`src/rtl/rsa_keygen_if.sv`:
```
// Request/status handshake and published key set of the RSA key-generation sequencer.
interface rsa_keygen_if;
    logic        start;
    logic [11:0] prime_p;
    logic [11:0] prime_q;
    logic        busy;
    logic        done;
    logic        err;
    logic [11:0] key_p;
    logic [11:0] key_q;
    logic [23:0] key_n;
    logic [23:0] key_totient;
    logic [23:0] key_e;

    modport master (
        output start, prime_p, prime_q,
        input  busy, done, err, key_p, key_q, key_n, key_totient, key_e
    );

    modport slave (
        input  start, prime_p, prime_q,
        output busy, done, err, key_p, key_q, key_n, key_totient, key_e
    );
endinterface

```
`src/rtl/rsa_keygen_ctrl.sv`:
```
// RSA key-generation sequencer: samples a prime pair, forms n and the totient on one
// shift-add multiplier, then searches the smallest odd e coprime to the totient with a
// Euclid loop built on a restoring divider. One registered key set per successful run.
//
// | state  | meaning
// | IDLE   | waiting for start
// | SAMPLE | capture prime pair, reject unusable pairs, count retries
// | MUL_N  | 12-cycle shift-add p*q
// | MUL_T  | 12-cycle shift-add (p-1)*(q-1)
// | E_INIT | first candidate e, dividend = totient, divisor = e
// | MOD    | 24-cycle restoring division, remainder only
// | STEP   | Euclid decision on the remainder
// | E_NEXT | next odd candidate e
// | DONE   | key set published (or retry error), done pulse
module rsa_keygen_ctrl #(
    parameter int unsigned E_START   = 3,
    parameter int unsigned MAX_RETRY = 15
) (
    input  logic        clk,
    input  logic        rst,
    rsa_keygen_if.slave kg
);
    typedef enum logic [3:0] {
        IDLE, SAMPLE, MUL_N, MUL_T, E_INIT, MOD, STEP, E_NEXT, DONE
    } state_t;

    localparam logic [3:0]  RETRY_LAST = 4'(MAX_RETRY - 1);
    localparam logic [23:0] E_FIRST    = 24'(E_START);

    state_t      state_q, state_d;
    logic [11:0] p_q, p_d, q_q, q_d;
    logic [23:0] n_q, n_d, tot_q, tot_d, e_q, e_d;
    logic [23:0] mcand_q, mcand_d;
    logic [11:0] mplier_q, mplier_d;
    logic [23:0] acc_q, acc_d;
    logic [23:0] div_a_q, div_a_d;
    logic [23:0] div_b_q, div_b_d;
    logic [23:0] rem_q, rem_d;
    logic [4:0]  cnt_q, cnt_d;
    logic [3:0]  retry_q, retry_d;
    logic        done_q, done_d, err_q, err_d;
    logic [11:0] key_p_q, key_p_d, key_q_q, key_q_d;
    logic [23:0] key_n_q, key_n_d, key_tot_q, key_tot_d, key_e_q, key_e_d;
    logic        busy_o;

    logic        pair_bad;
    logic        cnt_tc;
    logic [23:0] acc_sum;
    logic [24:0] rem_sh;
    logic [23:0] rem_sub;
    logic        rem_fits;

    // Shared arithmetic terms: pair screening, multiplier add, divider trial subtract.
    always_comb begin
        pair_bad = (kg.prime_p == kg.prime_q) || (kg.prime_p < 12'd3) || (kg.prime_q < 12'd3);
        cnt_tc   = (cnt_q == 5'd0);
        acc_sum  = acc_q + (mplier_q[0] ? mcand_q : 24'd0);
        rem_sh   = {rem_q, div_a_q[23]};
        rem_fits = (rem_sh >= {1'b0, div_b_q});
        rem_sub  = rem_sh[23:0] - div_b_q;
    end

    // State register.
    always_ff @(posedge clk or posedge rst) begin
        if (rst) state_q <= IDLE;
        else     state_q <= state_d;
    end

    // Next-state decision.
    always_comb begin
        state_d = state_q;
        unique case (state_q)
            IDLE:    if (kg.start) state_d = SAMPLE;
            SAMPLE: begin
                if (!pair_bad)                 state_d = MUL_N;
                else if (retry_q == RETRY_LAST) state_d = DONE;
            end
            MUL_N:   if (cnt_tc) state_d = MUL_T;
            MUL_T:   if (cnt_tc) state_d = E_INIT;
            E_INIT:  state_d = MOD;
            MOD:     if (cnt_tc) state_d = STEP;
            STEP: begin
                if (rem_q != 24'd0)       state_d = MOD;
                else if (div_b_q == 24'd1) state_d = DONE;
                else                      state_d = E_NEXT;
            end
            E_NEXT:  state_d = MOD;
            DONE:    state_d = IDLE;
            default: state_d = IDLE;
        endcase
    end

    // Outputs: busy from the state, done/err/key registers loaded on entry to DONE.
    always_comb begin
        busy_o    = (state_q != IDLE);
        done_d    = (state_d == DONE);
        err_d     = (state_q == SAMPLE) && (state_d == DONE);
        key_p_d   = key_p_q;
        key_q_d   = key_q_q;
        key_n_d   = key_n_q;
        key_tot_d = key_tot_q;
        key_e_d   = key_e_q;
        if ((state_q == STEP) && (state_d == DONE)) begin
            key_p_d   = p_q;
            key_q_d   = q_q;
            key_n_d   = n_q;
            key_tot_d = tot_q;
            key_e_d   = e_q;
        end
    end

    // Working datapath: sample registers, multiplier, divider and Euclid operands.
    always_comb begin
        p_d      = p_q;
        q_d      = q_q;
        n_d      = n_q;
        tot_d    = tot_q;
        e_d      = e_q;
        mcand_d  = mcand_q;
        mplier_d = mplier_q;
        acc_d    = acc_q;
        div_a_d  = div_a_q;
        div_b_d  = div_b_q;
        rem_d    = rem_q;
        cnt_d    = cnt_q;
        retry_d  = retry_q;
        unique case (state_q)
            IDLE: if (kg.start) retry_d = 4'd0;
            SAMPLE: begin
                p_d = kg.prime_p;
                q_d = kg.prime_q;
                if (pair_bad) begin
                    retry_d = retry_q + 4'd1;
                end else begin
                    mcand_d  = {12'd0, kg.prime_p};
                    mplier_d = kg.prime_q;
                    acc_d    = 24'd0;
                    cnt_d    = 5'd11;
                end
            end
            MUL_N, MUL_T: begin
                acc_d    = acc_sum;
                mcand_d  = mcand_q << 1;
                mplier_d = mplier_q >> 1;
                cnt_d    = cnt_q - 5'd1;
                if (cnt_tc && (state_q == MUL_N)) begin
                    // Reload the same multiplier for (p-1)*(q-1).
                    n_d      = acc_sum;
                    mcand_d  = {12'd0, p_q - 12'd1};
                    mplier_d = q_q - 12'd1;
                    acc_d    = 24'd0;
                    cnt_d    = 5'd11;
                end else if (cnt_tc) begin
                    tot_d = acc_sum;
                end
            end
            E_INIT: begin
                e_d     = E_FIRST;
                div_a_d = tot_q;
                div_b_d = E_FIRST;
                rem_d   = 24'd0;
                cnt_d   = 5'd23;
            end
            MOD: begin
                rem_d   = rem_fits ? rem_sub : rem_sh[23:0];
                div_a_d = div_a_q << 1;
                cnt_d   = cnt_q - 5'd1;
            end
            STEP: begin
                if (rem_q != 24'd0) begin
                    div_a_d = div_b_q;
                    div_b_d = rem_q;
                    rem_d   = 24'd0;
                    cnt_d   = 5'd23;
                end
            end
            E_NEXT: begin
                e_d     = e_q + 24'd2;
                div_a_d = tot_q;
                div_b_d = e_q + 24'd2;
                rem_d   = 24'd0;
                cnt_d   = 5'd23;
            end
            default: ;
        endcase
    end

    // Datapath and output registers; reset abandons any run without publishing.
    always_ff @(posedge clk or posedge rst) begin
        if (rst) begin
            p_q       <= '0;
            q_q       <= '0;
            n_q       <= '0;
            tot_q     <= '0;
            e_q       <= '0;
            mcand_q   <= '0;
            mplier_q  <= '0;
            acc_q     <= '0;
            div_a_q   <= '0;
            div_b_q   <= '0;
            rem_q     <= '0;
            cnt_q     <= '0;
            retry_q   <= '0;
            done_q    <= 1'b0;
            err_q     <= 1'b0;
            key_p_q   <= '0;
            key_q_q   <= '0;
            key_n_q   <= '0;
            key_tot_q <= '0;
            key_e_q   <= '0;
        end else begin
            p_q       <= p_d;
            q_q       <= q_d;
            n_q       <= n_d;
            tot_q     <= tot_d;
            e_q       <= e_d;
            mcand_q   <= mcand_d;
            mplier_q  <= mplier_d;
            acc_q     <= acc_d;
            div_a_q   <= div_a_d;
            div_b_q   <= div_b_d;
            rem_q     <= rem_d;
            cnt_q     <= cnt_d;
            retry_q   <= retry_d;
            done_q    <= done_d;
            err_q     <= err_d;
            key_p_q   <= key_p_d;
            key_q_q   <= key_q_d;
            key_n_q   <= key_n_d;
            key_tot_q <= key_tot_d;
            key_e_q   <= key_e_d;
        end
    end

    assign kg.busy        = busy_o;
    assign kg.done        = done_q;
    assign kg.err         = err_q;
    assign kg.key_p       = key_p_q;
    assign kg.key_q       = key_q_q;
    assign kg.key_n       = key_n_q;
    assign kg.key_totient = key_tot_q;
    assign kg.key_e       = key_e_q;
endmodule

```
`src/flat_wrapper.sv`:
```
// flat-port wrapper written by rule: the top's interface ports become plain ports
module rsa_keygen_ctrl_flat 
#(
    parameter int unsigned E_START   = 3,
    parameter int unsigned MAX_RETRY = 15
)
  (clk, rst, kg_start, kg_prime_p, kg_prime_q, kg_busy, kg_done, kg_err, kg_key_p, kg_key_q, kg_key_n, kg_key_totient, kg_key_e);
  rsa_keygen_if kg_i ();
  input  logic clk;
  input  logic rst;
  input wire logic [$bits(kg_i.start)-1:0] kg_start;
  input wire logic [$bits(kg_i.prime_p)-1:0] kg_prime_p;
  input wire logic [$bits(kg_i.prime_q)-1:0] kg_prime_q;
  output wire logic [$bits(kg_i.busy)-1:0] kg_busy;
  output wire logic [$bits(kg_i.done)-1:0] kg_done;
  output wire logic [$bits(kg_i.err)-1:0] kg_err;
  output wire logic [$bits(kg_i.key_p)-1:0] kg_key_p;
  output wire logic [$bits(kg_i.key_q)-1:0] kg_key_q;
  output wire logic [$bits(kg_i.key_n)-1:0] kg_key_n;
  output wire logic [$bits(kg_i.key_totient)-1:0] kg_key_totient;
  output wire logic [$bits(kg_i.key_e)-1:0] kg_key_e;
  assign kg_i.start = kg_start;
  assign kg_i.prime_p = kg_prime_p;
  assign kg_i.prime_q = kg_prime_q;
  assign kg_busy = kg_i.busy;
  assign kg_done = kg_i.done;
  assign kg_err = kg_i.err;
  assign kg_key_p = kg_i.key_p;
  assign kg_key_q = kg_i.key_q;
  assign kg_key_n = kg_i.key_n;
  assign kg_key_totient = kg_i.key_totient;
  assign kg_key_e = kg_i.key_e;
  rsa_keygen_ctrl #(.E_START(E_START), .MAX_RETRY(MAX_RETRY)) u_core (.clk(clk), .rst(rst), .kg(kg_i));
endmodule
```
`config.mk`:
```
export PLATFORM = sky130hd
export DESIGN_NAME = rsa_keygen_ctrl_flat
export DESIGN_NICKNAME = d
export VERILOG_FILES = /design/src/rtl/rsa_keygen_if.sv /design/src/rtl/rsa_keygen_ctrl.sv /design/src/flat_wrapper.sv
export SDC_FILE = /design/constraint.sdc
export NUM_CORES = 1
export LEC_CHECK = 0
export ABC_CLOCK_PERIOD_IN_PS = 11900
export BUFFER_PORTS_ARGS = -buffer_cell sky130_fd_sc_hd__buf_2
export CORE_MARGIN = 2
export CORE_UTILIZATION = 45
export CTS_BUF_LIST = sky130_fd_sc_hd__clkbuf_4 sky130_fd_sc_hd__clkbuf_8
export CTS_CLUSTER_DIAMETER = 60
export DETAILED_ROUTE_END_ITERATION = 10
export GPL_TIMING_DRIVEN = 1
export PLACE_DENSITY = 0.66
export SLEW_MARGIN = 20
export SYNTH_ARGS = -nofsm -noshare
export SYNTH_HDL_FRONTEND = slang
export SYNTH_SLANG_ARGS = --single-unit
```
`constraint.sdc`:
```
create_clock -name clk -period 11.9 [get_ports clk]
set_input_delay 1.19 -clock clk [delete_from_list [all_inputs] [get_ports clk]]
set_output_delay 1.19 -clock clk [all_outputs]
set_load 0.05 [all_outputs]
```
==> metrics.md, run 1 <==
| Metric | Value |
|---|---|
| Placed cells | `2204` |
| Core Footprint | `37580 µm²` |
| Commonest non-fill, non-tap cell in the layout | `dfrtp_1` |
| Syn Inst Count | `approximately 1600` |
| Avg Inst Size Synth | `10.46 µm²` |
| CP max stage delay | `~0.76 ns` |
| Layout fillers | `about 3300` |
| Outcome | `finished clean` |
| Number of synthesized flops with an enable pin | `0` |
| Die area | `roughly 40000 µm²` |
| Synth Cell Area | `about 17000 µm²` |
| Unrepaired setup endpoints after global routing | `false` |
| Post CTS Setup Buffer Count | `0` |
| CTS tree | `done` |
| Root buffer cell | `clkbuf_8` |
| IO Count | `126` |
| Cts repair resizes | `0` |
| Area after DPL | `around 18000 µm²` |
| Worst skew pair latency | `about 0.63 ns` |
| Max Cap Viol | `0` |
| Fmax | `approximately 0.27 GHz` |
| H-tree depth | `2` |
| Crit path required time | `12.39 ns` |
| Fin nets | `1831` |
| Vias per cell | `around 5.7` |
| Die X | `199.0 µm` |
| Sw frac | `0.4448` |
| Post-Syn Nets | `1717` |
| Via count | `between 10000 and 15000` |
| Finished Layout Cells | `2305` |
| Reg2reg setup slack | `8.21 ns` |
| Initial drt markers | `846` |
| Num CTS Buffers | `54` |
| WS Path Type | `flop to flop` |
| Vias in the first global route | `12910` |
| Port buffer count | `125` |
| Area Overhead vs Synth | `14.10%` |
| GRT Overall Usage | `0.2285` |
| Overall routed net length | `44320 µm` |
| Worst-Margin Slew | `1.071 ns` |
| Synthesized flop and latch total | `339` |
| Crit-path max FO | `57` |
| Pint | `3532 µW` |
| Hold WC Path Type | `flop to flop` |
| Setup TNS | `0 ns` |
| Final Instance Area | `19520 µm²` |
| Starting Density | `0.4553` |
| Commonest non-fill, non-tap cells in the layout | `dfrtp_1 (339), nand2_1 (174), mux2_2 (139)` |
| Final Max Slew Viols | `0` |
| Psw | `2830 µW` |
| Final core utilization | `0.5195` |
| N_diodes | `0` |
| GR Layer Usage met3 | `0.03984` |
| Gate power share | `0.517` |
| Largest net degree at the start of global routing | `109` |
| First-pass GRT wire length | `71280 µm` |
| Final setup vio count | `0` |
| Register area share after synthesis | `0.4958` |
| Clk_skew | `0.02486 ns` |
| Slew margin rel. | `0.2840` |
| Total chip power | `6362 µW` |
| DP Wirelength | `around 31000 µm` |
| Gr ovfl total | `0` |
| CP Launch Type | `flop` |
| Most crowded layer after global routing | `met2` |
| Die Ht | `between 150 and 200 µm` |
| Clk pwr share | `0.190` |
| Final Wtd Congestion | `0.8700` |
| Critical Path End Type | `flop` |
| Initial antenna violation count | `0` |
| WP data arrival | `4.18 ns` |
| Yosys warning count | `0` |
| Tmin final | `3.694 ns` |
| Worst-path clk slew | `~0.060 ns` |
| Longest Clk Path Bufs | `3` |
| Final hold vios | `0` |
| Clock sink total | `339` |
| Peak VDD IR | `around 320 µV` |
| DRC viols | `0` |
| GR Layer Usage met1 | `0.3239` |
| Leak Pwr | `~0.0096 µW` |
| First-pass iteration count of the detailed router | `5` |
| Ys async rst share | `1.000` |
| Fin crit share | `0.3104` |
| Most used cell, CP | `buf_4` |
| Most common flop cell mapped by yosys | `dfrtp_1` |
| Critical-path cell list | `inv_1, nand2_1, nor2_1, buf_4, nand3_4, buf_4, mux2_2` |
| Num rows | `71` |
| Slowest CP cell | `buf_4` |
| Fraction of layout cells with a size suffix above 1 | `0.2202` |
| Routed wire per std cell | `between 15 and 20 µm` |
| Met2 Resource Use GR | `0.3566` |
| Netlist cell types | `just over 70` |
| Cell area power density | `~330 nW/µm²` |
| Antenna-violating nets left | `0` |
| Flop pwr share | `0.292` |
| # hold bufs at CTS | `0` |
==> through the flow <==
stage | setup WS [ns] | hold WS [ns]
floorplan | 1.315 | 0.4418
global route | 7.957 | 0.5046
detailed placement | 7.824 | 0.4633
finish | 8.206 | 0.4770
CTS | 8.196 | 0.4819
global placement | 7.857 | 0.4556
==> final cells by class <==
cell class	instances	area, µm²	share of cell area
multi-input cells	1162	8115	0.4157
clock inverters	26	364.1	0.01865
flip-flops and latches	339	8483	0.4345
repair buffers	139	738.2	0.03781
well taps	511	639.4	0.03275
inverters	53	206.4	0.01057
clock buffers	75	975.9	0.04999
==> final timing paths <==
check | cells after the start | startpoint | end
worst max-delay path | 7 | u_core.state_q[0]$_DFF_PP0_ | u_core.kg.key_e[13]$_DFFE_PP0P_
worst min-delay path | 2 | u_core.n_q[19]$_DFFE_PP0P_ | u_core.n_q[19]$_DFFE_PP0P_
worst max register to register | 7 | u_core.state_q[0]$_DFF_PP0_ | u_core.kg.key_e[13]$_DFFE_PP0P_
worst min register to register | 2 | u_core.n_q[19]$_DFFE_PP0P_ | u_core.n_q[19]$_DFFE_PP0P_
max in group asynchronous | 4 | rst | u_core.div_b_q[6]$_DFFE_PP0P_
min in group asynchronous | 2 | rst | u_core.q_q[11]$_DFFE_PP0P_
==> routing by layer <==
metal / vias up / wire length [µm]
met4: 0 / 1209
met1: 6566 / 19810
met5: - / 0
li1: 6148 / -
met3: 81 / 2751
met2: 414 / 20540
==> flip-flops by register name (all words and copies together), names as in the netlist, 24 cells and up <==
signal	flops
u_core.e_q	24
u_core.rem_q	24
u_core.n_q	24
u_core.div_a_q	24
u_core.kg.key_totient	24
u_core.mcand_q	24
u_core.div_b_q	24
u_core.tot_q	24
u_core.acc_q	24
u_core.kg.key_n	24
u_core.kg.key_e	24
==> cells by family (layout without fill, tap and decap cells) <==
family | Yosys count | in the layout | share of synthesized area
compound gates | 396 | 396 | 0.1613
xor+xnor | 89 | 89 | 0.04556
fa+ha+maj | 55 | 55 | 0.04110
buf+inv | 134 | 293 | 0.03166
flops | 339 | 339 | 0.4958
mux | 154 | 154 | 0.1003
simple gates | 468 | 468 | 0.1243
==> power by group through the flow <==
stage	clock (µW)	sequential, µW	combinational (µW)
2_1_floorplan	0	1870	2560
3_3_place_gp	0	1860	3210
3_5_place_dp	0	1870	3260
4_1_cts	1240	1850	3280
5_1_grt	1280	1910	3640
6_report	1210	1860	3290
==> worst max-delay path: cells and delay by family, from the launching register on <==
family,cells,cell delay [ns]
multiplexers,1,0.41
buffers and inverters,3,1.16
AND/OR/NAND/NOR,3,1.31
flip-flops,1,0.63
==> cells in the mapped netlist (10+ instances only) <==
master / number / area, µm²
o21ai_1: 13 / 65.06
or3_1: 13 / 81.33
ha_1: 53 / 663.1
a211oi_1: 12 / 90.09
a32oi_1: 10 / 87.58
a221o_1: 22 / 220.2
mux2_2: 139 / 1565
xor2_1: 55 / 481.7
a22o_1: 33 / 289.0
dfrtp_1: 339 / 8483
and3_1: 11 / 68.82
o21ai_0: 77 / 385.4
a21o_1: 32 / 240.2
nand2_1: 176 / 660.6
o22ai_1: 25 / 156.4
xnor2_1: 34 / 297.8
nor4_1: 19 / 118.9
nor3_1: 19 / 95.09
inv_1: 53 / 198.9
nand3_1: 40 / 200.2
mux2i_1: 15 / 150.1
o31ai_1: 31 / 232.7
buf_2: 12 / 60.06
nor2_1: 126 / 473.0
clkbuf_1: 63 / 236.5
and2_1: 25 / 156.4
a21oi_1: 63 / 315.3
o21a_1: 10 / 75.07
nand4_1: 12 / 75.07
a221oi_1: 19 / 166.4
Note: power is estimated with default switching activity, not from simulation.
==> inputs of run 2 (changes only) <==
Settings changed: ABC_CLOCK_PERIOD_IN_PS 11900 to 3380, PLACE_DENSITY 0.66 to 0.69.
Clock period 11.9 ns to 3.38 ns, I/O delays scaled along.
==> run 2 against run 1 <==
Register-to-register slack got worse by 7.9 ns; worst hold slack worse by 0.42 ns; clock power grew to 3.3 times the previous value; count of clock-buffer cells in the layout up 13; critical path type unchanged; largest power group unchanged; largest cell class unchanged.
==> metrics.md, run 2 (same netlist as run 1, synthesis figures left out) <==
| Metric | Value |
|---|---|
| Multi-input gate area | `8113 µm² (was 8115 µm²)` |
| Commonest non-fill, non-tap cell in the layout | `dfrtp_1 (unchanged)` |
| Tmin final | `3.084 ns (was 3.694 ns)` |
| WS Path Type | `flop to flop (unchanged)` |
| Num CTS Buffers | `56 (was 54)` |
| Initial drt markers | `907 (was 846)` |
| Final setup vio count | `0 (unchanged)` |
| Fraction of layout cells with a size suffix above 1 | `0.2304 (was 0.2202)` |
| Area Overhead vs Synth | `15.47% (was 14.10%)` |
| Final Max Slew Viols | `0 (unchanged)` |
| Initial antenna violation count | `0 (unchanged)` |
| Hold WC Path Type | `primary input to flop (was flop to flop)` |
| GRT Overall Usage | `0.2262 (was 0.2285)` |
| Critical Path End Type | `flop (unchanged)` |
| Seq. cell area | `8483 µm² (unchanged)` |
| Longest Clk Path Bufs | `3 (unchanged)` |
| Antenna-violating nets left | `0 (unchanged)` |
| Final hold vios | `0 (unchanged)` |
| CP max stage delay | `0.51 ns (was 0.76 ns)` |
| Area after DPL | `18410 µm² (was 18170 µm²)` |
| Via count | `13420 (was 13210)` |
| Die Ht | `199.0 µm (unchanged)` |
| Worst-path clk slew | `0.06 ns (about the same)` |
| Root buffer cell | `clkbuf_8 (unchanged)` |
| Crit path required time | `3.90 ns (was 12.39 ns)` |
| Leak Pwr | `0.009732 µW (was 0.009588 µW)` |
| Outcome | `finished clean (unchanged)` |
| Fmax | `0.3242 GHz (was 0.2707 GHz)` |
| Largest net degree at the start of global routing | `116 (was 109)` |
| WP data arrival | `3.60 ns (was 4.18 ns)` |
| Max Cap Viol | `0 (unchanged)` |
| Overall routed net length | `44190 µm (was 44320 µm)` |
| H-tree depth | `2 (unchanged)` |
| Commonest non-fill, non-tap cells in the layout | `dfrtp_1 (339), nand2_1 (175), mux2_2 (139) (was dfrtp_1 (339), nand2_1 (174), mux2_2 (139))` |
| Slew margin rel. | `0.3373 (was 0.2840)` |
| Hold slack | `0.06081 ns (was 0.4770 ns)` |
| Vias in the first global route | `13070 (was 12910)` |
| Post CTS Setup Buffer Count | `0 (unchanged)` |
| CP Launch Type | `flop (unchanged)` |
| Cell area power density | `1142 nW/µm² (was 325.9 nW/µm²)` |
| Gr ovfl total | `0 (unchanged)` |
| Fin crit share | `0.9125 (was 0.3104)` |
| Vias per cell | `5.740 (was 5.731)` |
| Worst-Margin Slew | `0.9941 ns (was 1.071 ns)` |
| Final Instance Area | `19760 µm² (was 19520 µm²)` |
| Fin nets | `1866 (was 1831)` |
| Clk_skew | `0.03129 ns (was 0.02486 ns)` |
| Critical path buffer and inverter count | `1 (was 3)` |
| Final Wtd Congestion | `0.9333 (was 0.8700)` |
| Layout fillers | `3327 (was 3328)` |
| Slowest CP cell | `dfrtp_1 (was buf_4)` |
| Crit-path max FO | `15 (was 57)` |
| Die area | `39600 µm² (unchanged)` |
| Worst skew pair latency | `0.63 ns (about the same)` |
| Die X | `199.0 µm (unchanged)` |
| Critical-path cell list | `and2_1, ha_1, inv_1, fa_1, nor2b_1, o31a_1, o311ai_1, o211ai_1, a41oi_1, a21oi_1, xor2_1, mux2_2 (was inv_1, nand2_1, nor2_1, buf_4, nand3_4, buf_4, mux2_2)` |
| Starting Density | `0.4553 (unchanged)` |
| IO Count | `126 (unchanged)` |
| Port buffer count | `125 (unchanged)` |
| Worst Slack Setup Final | `0.2956 ns (was 8.206 ns)` |
| CP top delay family | `compound AO/OA/AOI/OAI gates (was simple AND/OR/NAND/NOR gates)` |
| First-pass iteration count of the detailed router | `5 (unchanged)` |
| Pre-CTS setup slack | `0.3046 ns (was 7.824 ns)` |
| CTS tree | `done (unchanged)` |
| Unrepaired setup endpoints after global routing | `false (unchanged)` |
| Core Footprint | `37580 µm² (unchanged)` |
| Clock sink total | `339 (unchanged)` |
| DP Wirelength | `31200 µm (was 30500 µm)` |
| N_diodes | `0 (unchanged)` |
| DRC viols | `0 (unchanged)` |
| First-pass GRT wire length | `71080 µm (was 71280 µm)` |
| Peak VDD IR | `673.2 µV (was 319.3 µV)` |
| Num rows | `71 (unchanged)` |
| Routed wire per std cell | `18.90 µm (was 19.23 µm)` |
[run 2: cell types whose count changed in the layout (fill, tap and decap cells not counted), sizes merged]
| cell | change |
|---|---|
| dlygate4sd3 | +6 |
| clkbuf | +13 |
| inv | -1 |
| bufinv | -6 |
| buf | +27 |
| clkinv | -6 |
[run 2: report_power, final]
part	total, µW	switching, µW	internal (µW)
clock network	4020	1710	2310
logic	12000	7150	4880
registers	6510	1200	5310
[run 2: worst paths after layout]
check,slack (ns),cells past startpoint,to,from
max in group asynchronous,2.16,4,u_core.mcand_q[17]$_DFFE_PP0P_,rst
min in group asynchronous,0.28,3,u_core.kg.err$_DFF_PP0_,rst
worst min register to register,0.48,2,u_core.n_q[13]$_DFFE_PP0P_,u_core.n_q[13]$_DFFE_PP0P_
worst max register to register,0.30,12,u_core.n_q[22]$_DFFE_PP0P_,u_core.mplier_q[0]$_DFFE_PP0P_
worst min-delay path,0.06,2,u_core.p_q[4]$_DFFE_PP0P_,kg_prime_p[4]
worst max-delay path,0.30,12,u_core.n_q[22]$_DFFE_PP0P_,u_core.mplier_q[0]$_DFFE_PP0P_
[run 2: layout make-up]
type,count,share of cell area
Clock buffer,88,0.05750
Multi-Input combinational cell,1162,0.4106
Timing Repair Buffer,172,0.05219
Tap cell,511,0.03236
Sequential cell,339,0.4294
Inverter,53,0.01026
Clock inverter,13,0.007663
[run 2: repair_timing]
action | in CTS | in global routing
endpoints found under the hold margin | 16 | 0
hold buffers | 6 | 0
gates resized for setup | 0 | 0
[run 2: through the flow]
| step | setup TNS [ns] | std cells | total power, µW | util |
|---|---|---|---|---|
| after floorplan | -505.30 | 1635 | 15600 | - |
| after global placement | 0 | 2231 | 18160 | 0.4899 |
| after detailed placement | 0 | 2231 | 18410 | 0.4899 |
| after CTS | 0 | 2338 | 22550 | 0.5258 |
| after global routing | 0 | 2338 | 24090 | 0.5258 |
| final | 0 | 2338 | 22560 | 0.5258 |
[run 2: layer usage]
layer | vias to the layer above | routed length, µm | global-route usage
met2 | 397 | 20590 | 0.3560
met4 | 0 | 1241 | 0.07546
met1 | 6722 | 19940 | 0.3203
met5 | - | 0 | 0
met3 | 81 | 2421 | 0.03510
li1 | 6221 | - | -
